`src/rtl/ram_lsu_master.sv`:
```
// Load/store initiator for a word-wide data RAM with a fixed read latency.
// Handles byte/half/word accesses, read-modify-write for sub-word stores and misalignment errors.
module ram_lsu_master #(
    parameter int READ_LATENCY = 1
) (
    input  logic        clk,
    input  logic        rst,
    input  logic        req,
    input  logic        we,
    input  logic [1:0]  size,
    input  logic        sign_ext,
    input  logic [31:0] addr,
    input  logic [31:0] wdata,
    output logic        ready,
    output logic        done,
    output logic        err,
    output logic [31:0] rdata,
    output logic        MemWrite,
    output logic [31:0] A,
    output logic [31:0] WriteData,
    input  logic [31:0] ReadData
);

    typedef enum logic [2:0] {S_IDLE, S_ISSUE, S_WAIT, S_WRITE, S_RESP} state_t;

    localparam logic [1:0] LAT_LAST = (READ_LATENCY > 0) ? 2'(READ_LATENCY - 1) : 2'd0;

    state_t      state_reg, state_next;
    logic        we_reg, sign_reg, err_reg;
    logic [1:0]  size_reg, lane_reg, cnt_reg;
    logic [15:0] wdata_reg;
    logic        mem_write_reg, mem_write_next;
    logic [31:0] a_reg, a_next;
    logic [31:0] write_data_reg, write_data_next;
    logic [31:0] rdata_reg, rdata_next;

    logic        misaligned, word_store, sample_now;
    logic [31:0] lane_data, merged, shifted, extended;
    logic [3:0]  byte_en;

    assign misaligned = (size == 2'b11) ||
                        (size == 2'b01 && addr[0]) ||
                        (size == 2'b10 && addr[1:0] != 2'b00);
    assign word_store = we_reg && (size_reg == 2'b10);

    // The cycle in which ReadData carries the addressed word.
    assign sample_now = (state_reg == S_ISSUE && !word_store && READ_LATENCY == 0) ||
                        (state_reg == S_WAIT && cnt_reg == LAT_LAST);

    // Sub-word store data replicated across lanes, then merged per byte.
    assign lane_data = (size_reg == 2'b00) ? {4{wdata_reg[7:0]}} : {2{wdata_reg[15:0]}};

    generate
        for (genvar gi = 0; gi < 4; gi++) begin : g_lane
            assign byte_en[gi] = (size_reg == 2'b00) ? (lane_reg == 2'(gi))
                                                     : (lane_reg[1] == 1'(gi / 2));
            assign merged[8*gi +: 8] = byte_en[gi] ? lane_data[8*gi +: 8] : ReadData[8*gi +: 8];
        end
    endgenerate

    assign shifted = ReadData >> {lane_reg, 3'b000};

    always_comb begin
        case (size_reg)
            2'b00:   extended = {{24{sign_reg & shifted[7]}}, shifted[7:0]};
            2'b01:   extended = {{16{sign_reg & shifted[15]}}, shifted[15:0]};
            default: extended = ReadData;
        endcase
    end

    always_ff @(posedge clk) begin
        if (rst) state_reg <= S_IDLE;
        else     state_reg <= state_next;
    end

    always_comb begin
        state_next = state_reg;
        case (state_reg)
            S_IDLE:  if (req) state_next = misaligned ? S_RESP : S_ISSUE;
            S_ISSUE: begin
                if (word_store)      state_next = S_RESP;
                else if (sample_now) state_next = we_reg ? S_WRITE : S_RESP;
                else                 state_next = S_WAIT;
            end
            S_WAIT:  if (sample_now) state_next = we_reg ? S_WRITE : S_RESP;
            S_WRITE: state_next = S_RESP;
            S_RESP:  state_next = S_IDLE;
            default: state_next = S_IDLE;
        endcase
    end

    // Next values for the registered RAM-side outputs and the load result.
    always_comb begin
        mem_write_next  = 1'b0;
        a_next          = a_reg;
        write_data_next = write_data_reg;
        rdata_next      = rdata_reg;
        if (state_reg == S_IDLE && req && !misaligned) begin
            a_next = {addr[31:2], 2'b00};
            if (we && size == 2'b10) begin
                mem_write_next  = 1'b1;
                write_data_next = wdata;
            end
        end
        if (sample_now) begin
            if (we_reg) begin
                mem_write_next  = 1'b1;
                write_data_next = merged;
            end else begin
                rdata_next = extended;
            end
        end
    end

    always_ff @(posedge clk) begin
        if (rst) begin
            we_reg         <= 1'b0;
            sign_reg       <= 1'b0;
            err_reg        <= 1'b0;
            size_reg       <= 2'b00;
            lane_reg       <= 2'b00;
            cnt_reg        <= 2'b00;
            wdata_reg      <= '0;
            mem_write_reg  <= 1'b0;
            a_reg          <= '0;
            write_data_reg <= '0;
            rdata_reg      <= '0;
        end else begin
            if (state_reg == S_IDLE && req) begin
                we_reg    <= we;
                sign_reg  <= sign_ext;
                err_reg   <= misaligned;
                size_reg  <= size;
                lane_reg  <= addr[1:0];
                wdata_reg <= wdata[15:0];
            end
            cnt_reg        <= (state_reg == S_WAIT) ? cnt_reg + 2'd1 : 2'd0;
            mem_write_reg  <= mem_write_next;
            a_reg          <= a_next;
            write_data_reg <= write_data_next;
            rdata_reg      <= rdata_next;
        end
    end

    assign ready     = (state_reg == S_IDLE);
    assign done      = (state_reg == S_RESP);
    assign err       = (state_reg == S_RESP) && err_reg;
    assign rdata     = rdata_reg;
    assign MemWrite  = mem_write_reg;
    assign A         = a_reg;
    assign WriteData = write_data_reg;

endmodule

```
`config.mk`:
```
export PLATFORM = sky130hd
export DESIGN_NAME = ram_lsu_master
export DESIGN_NICKNAME = d
export VERILOG_FILES = /design/src/rtl/ram_lsu_master.sv
export SDC_FILE = /design/constraint.sdc
export NUM_CORES = 1
export LEC_CHECK = 0
export CAP_MARGIN = 20
export CORE_AREA = 2 2 119 121
export CTS_CLUSTER_DIAMETER = 120
export CTS_CLUSTER_SIZE = 28
export DETAILED_ROUTE_END_ITERATION = 10
export DIE_AREA = 0 0 121 123
export PLACE_DENSITY = 0.88
export SETUP_SLACK_MARGIN = 0.2
export SYNTH_ARGS = -nofsm -noshare
export SYNTH_HDL_FRONTEND = slang
export SYNTH_SLANG_ARGS = --single-unit
```
`constraint.sdc`:
```
create_clock -name clk -period 2.5 [get_ports clk]
set_clock_uncertainty 0.15 [all_clocks]
set_input_delay 0.5 -clock clk [delete_from_list [all_inputs] [get_ports clk]]
set_output_delay 0.5 -clock clk [all_outputs]
set_load 0.01 [all_outputs]
```
**Word-level counts from Yosys, hierarchy flattened**

Cells that the tools add are included.
Widths: inputs -> output; s select.

- Output and inout port bits: 100
- Logic and storage cells: 77
- Register bits after elaboration: 123
- Input bits: 103

- Reductions and logical operators: 19
- Bitwise gates (word level): 5
- Shift-type cells: 1
- Eq/ne operators: 14
- $add $sub $neg: 1
- Muxes and demuxes: 25

Operator list:

| operator | number |
|---|---|
| $mux 32 | 5 |
| $pmux 32 s2 | 1 |
| $mux 8 | 4 |
| $shr 32x5->16 | 1 |
| $mux 3 | 6 |
| $pmux 3 s4 | 1 |
| $eq 2x2->1 const B | 5 |
| $logic_and 1x1->1 | 8 |
| $mux 1 | 8 |
| $eq 2x1->1 const B | 3 |
| $eq 3x2->1 const B | 2 |
| $logic_not 2->1 | 3 |
| $ne 2x2->1 const B | 2 |
| $reduce_and 2->1 | 2 |
| $eq 3x1->1 const B | 1 |
| $eq 3x3->1 const B | 1 |
| $logic_not 3->1 | 1 |
| $not 1->1 | 3 |
| $add 2x1->2 const B | 1 |
| $and 1x1->1 | 2 |
| $logic_or 1x1->1 | 2 |
| $reduce_bool 2->1 | 1 |
| $reduce_or 2->1 | 1 |
| $logic_not 1->1 | 1 |

**Logic depth before layout (Yosys ltp)**

- Depth in word-level cells: 9
- Gate-level depth with buffers: 8
- Gate-level depth less buffers: 6

**Worst setup path after synthesis**

OpenSTA, ideal clock, no wires.

- Path type: input to register
- Start: input addr[1]
- End: register write_data_reg[10], in the netlist WriteData[10]
- Stages: 5
- Buffers on the path: 1
- Slack: 0.559 ns
- Setup time: 0.086 ns
- Required time: 2.264 ns
- Arrival time: 1.706 ns
- Cells stage by stage: nor3_1 -> nand4_4 -> buf_2 -> mux2i_1 -> a211oi_1

- Longest elaborated chain between the ends: 8

RTL lines:

| item | RTL line | RTL |
|---|---|---|
| from (decl) | 12 | `input logic [31:0] addr,` |
| $reduce_bool 2->1 (*) | 43 | `(size == 2'b10 && addr[1:0] != 2'b00);` |
| $logic_and 1x1->1 (*) | 43 |  |
| $logic_or 1x1->1 (*) | 42 | `(size == 2'b01 && addr[0]) \|\|` |
| $logic_not 1->1 (*) | 98 | `if (state_reg == S_IDLE && req && !misaligned) begin` |
| $logic_and 1x1->1 (*) | 98 |  |
| $mux 32 (*) | 98 |  |
| $mux 32 | 106 | `if (we_reg) begin` |
| $mux 32 (*) | 105 | `if (sample_now) begin` |
| to (signal assigned) | 140 | `write_data_reg <= write_data_next;` |
| to (decl) | 34 | `logic [31:0] write_data_reg, write_data_next;` |

Every way passes the cells marked *; elsewhere a longest branch is shown, timed or not.
A chain may end at the register's enable or synchronous reset.

**Final worst setup path**

- Start: register lane_reg[0]
- End: register write_data_reg[4], in the netlist WriteData[4]

- Longest elaborated chain between the ends: 5

RTL lines:

| item | RTL line | RTL |
|---|---|---|
| from (decl) | 30 | `logic [1:0] size_reg, lane_reg, cnt_reg;` |
| from (signal assigned) | 134 | `lane_reg <= addr[1:0];` |
| $logic_not 2->1 | 55 | `assign byte_en[gi] = (size_reg == 2'b00) ? (lane_reg == 2'(gi))` |
| $mux 1 | 55 |  |
| $mux 8 | 57 | `assign merged[8*gi +: 8] = byte_en[gi] ? lane_data[8*gi +: 8] : ReadData[8*gi +: 8];` |
| $mux 32 | 106 |  |
| $mux 32 | 105 |  |

Every way passes these cells.

==> reports/qor.txt <==
Run status: finished, final reports clean
Max Root-Sink Buffers: 2
Inserted Clock Buffers: 17
Aggregate global-route resource usage: 0.265
Met2 wire len: 9.12 mm
Cell type with the largest total area after synthesis: dfxtp_1
IO buf count: 200
Worst-skew pair later-pin latency: 0.41 ns
Antenna Nets Post-Route: 0
Prevailing post-synth register cell: dfxtp_1
Cell count after synthesis: 695
Endpoint arrival time on the critical path: 2.33 ns
Fill count: 1,087
Initial antenna violation count: 0
Vias per Instance: 5.67
Cell row count: 43
Number of synthesized register bits: 123
Die area: 14,900 µm²
Wire per inst: 18.3 µm
Critical path startpoint category: flop
Net count of the finished layout: 988
Final hold viol count: 0
Final cycle utilization of the critical path: 0.871
Drt initial violations: 575
Count of final max-slew check failures: 0
Routability cong.: 0.945
Sequential element share of the synthesized area: 0.401
Total iterations of the first detailed-routing run: 6
P_leak: 3.47 nW
Achievable Freq: 0.459 GHz
Starting density of the core: 0.451
Leading post-synthesis cells by cell area: dfxtp_1 (40%), mux2i_1 (9.8%), nor2_1 (5.0%)
Chip Width: 121 µm
Die Y: 123 µm
Final min period: 2.18 ns
Fraction of synthesized cell area taken by the top area cell type: 0.401
Pwr/cell area: 596 nW/µm²
Share of synthesized registers carrying an async set or reset: 0
Critical Path End Type: flop
Overall overflow remaining after global route: 0
Metal3 WL: 1.81 mm
Peak supply drop: 0.370 mV
Drt total wl: 19.6 mm
First-pass GRT wire length: 30.6 mm
Top layer reached by signal wires: met4
# H-tree levels: 4
Clk root buf: clkbuf_16
Vias after detailed routing: 6,083
EDFF count, synth: 0
Final worst hold slack: 0.269 ns
DRC errors left: 0
Slew Limit Headroom: 0.552
Required time at the worst-slack endpoint: 2.66 ns
Final core utilization: 0.658
Io pins: 203
Setup repair after global routing missed its margin: yes
Max-Cap Viols: 0
Number of setup violations in the final report: 0
Number of global-route vias before repair: 5,977
Slew @ Worst Pin: 0.670 ns
Final sum of negative setup slack: 0 ns
Synth Cell Area: 6140 µm²
Top cell types by occurrence after synthesis: dfxtp_1 (123), nor2_1 (82), nand2_1 (78)
Clock tree sinks: 123
Most frequent cell after synthesis: dfxtp_1
Diodes inserted: 0
Number of hold buffers added after cts: 0
Area growth from synthesis to layout: 46.0%
CTS tree: built
Maximum fanout along the worst path: 10
Clock transition at the register clock pins on the worst setup and hold paths after CTS: 0.05 ns
Pin count of the biggest net entering global routing: 34
Worst setup path class: flop to flop
Half-perimeter wire length after placement: 14.5 mm
Post-Synthesis Mean Instance Area: 8.83 µm²
Number of distinct library cells after synthesis: 57
Standard cell core area: 13,600 µm²
Warning count from the yosys run: 0
Worst min-delay path class: flop to flop
Fraction of layout cells with a size suffix above 1: 0.125
Met1 routed wirelength after detailed routing: 7.92 mm
==> area by class of cell <==
class,count,area (µm²),share of cell area
Clock buffer,25,495,0.0553
Clock inverter,3,15.0,0.00168
Inverter,6,22.5,0.00251
Multi-Input combinational cell,498,3390,0.378
Sequential cell,123,2470,0.275
Tap cell,180,225,0.0251
Timing Repair Buffer,238,2350,0.262
==> cell usage in the layout (no fill, tap or decap), types with 5 or more instances in the layout <==
cell and count:
a2111oi_2 10, mux2i_1 60, o21bai_1 13, or2_2 7, nand2_1 77, o21ai_0 9
o211ai_1 7, a32o_1 6, nor2_1 81, clkbuf_16 17, buf_4 34, buf_12 5
nor3_1 5, nor2b_1 8, inv_1 6, a311oi_1 25, a21oi_1 39, nor4b_1 6
nor3b_1 9, nand2b_1 18, a211oi_1 38, dfxtp_1 119, and3_1 8, mux2_2 11
a22oi_1 7, clkdlybuf4s50_1 196
==> critical path, cell delays in order (launching register included) <==
cell	delay, ns
dfxtp_1	0.52
or3b_1	0.54
nand2b_1	0.33
a211oi_1	0.17
a2111oi_2	0.36
==> layer usage <==
| layer | global-route usage | vias to the layer above |
|---|---|---|
| li1 | - | 2895 |
| met1 | 0.319 | 2822 |
| met2 | 0.421 | 310 |
| met3 | 0.0959 | 56 |
| met4 | 0.123 | 0 |
| met5 | 0 | - |
==> cells by family after synthesis <==
family	Yosys count	share of synthesized area
compound gates	185	0.234
fa+ha+maj	1	0.00204
buf+inv	75	0.0530
flops	123	0.401
mux	71	0.118
other cells	1	0.000611
simple gates	239	0.191
==> path summary, 6_finish.rpt <==
| check | startpoint | endpoint | slack [ns] | cells after the start |
|---|---|---|---|---|
| max reg2reg | lane_reg[0] | WriteData[4] | 0.32 | 4 |
| min | cnt_reg[0] | cnt_reg[0] | 0.27 | 1 |
| max | lane_reg[0] | WriteData[4] | 0.32 | 4 |
| min reg2reg | cnt_reg[0] | cnt_reg[0] | 0.27 | 1 |
==> where the power goes <==
part	internal (W)	switching (W)	total [W]	leakage (nW)
Sequential	0.00206	0.0000883	0.00215	1.00
Clock	0.00134	0.000817	0.00216	0.255
Combinational	0.000528	0.000510	0.00104	2.21
Total	0.00393	0.00142	0.00535	3.47
==> what timing repair did <==
item,CTS,global route
resized for setup,5,3
endpoints found under the setup margin,3,3
pin swaps,0,0
setup buffers,0,0
hold endpoints to repair,0,0
==> stage by stage <==
step / setup WS, ns / power, W / cell area (µm²) / cells
6_report: 0.322 / 0.00535 / 8960 / 1073
5_1_grt: 0.193 / 0.00555 / 8960 / 1073
4_1_cts: 0.234 / 0.00536 / 8950 / 1073
3_5_place_dp: 0.0221 / 0.00321 / 8440 / 1045
3_3_place_gp: 0.131 / 0.00319 / 8440 / 1045
2_1_floorplan: 0.559 / 0.00271 / 6140 / 696
Note: power is estimated with default switching activity, not from simulation.
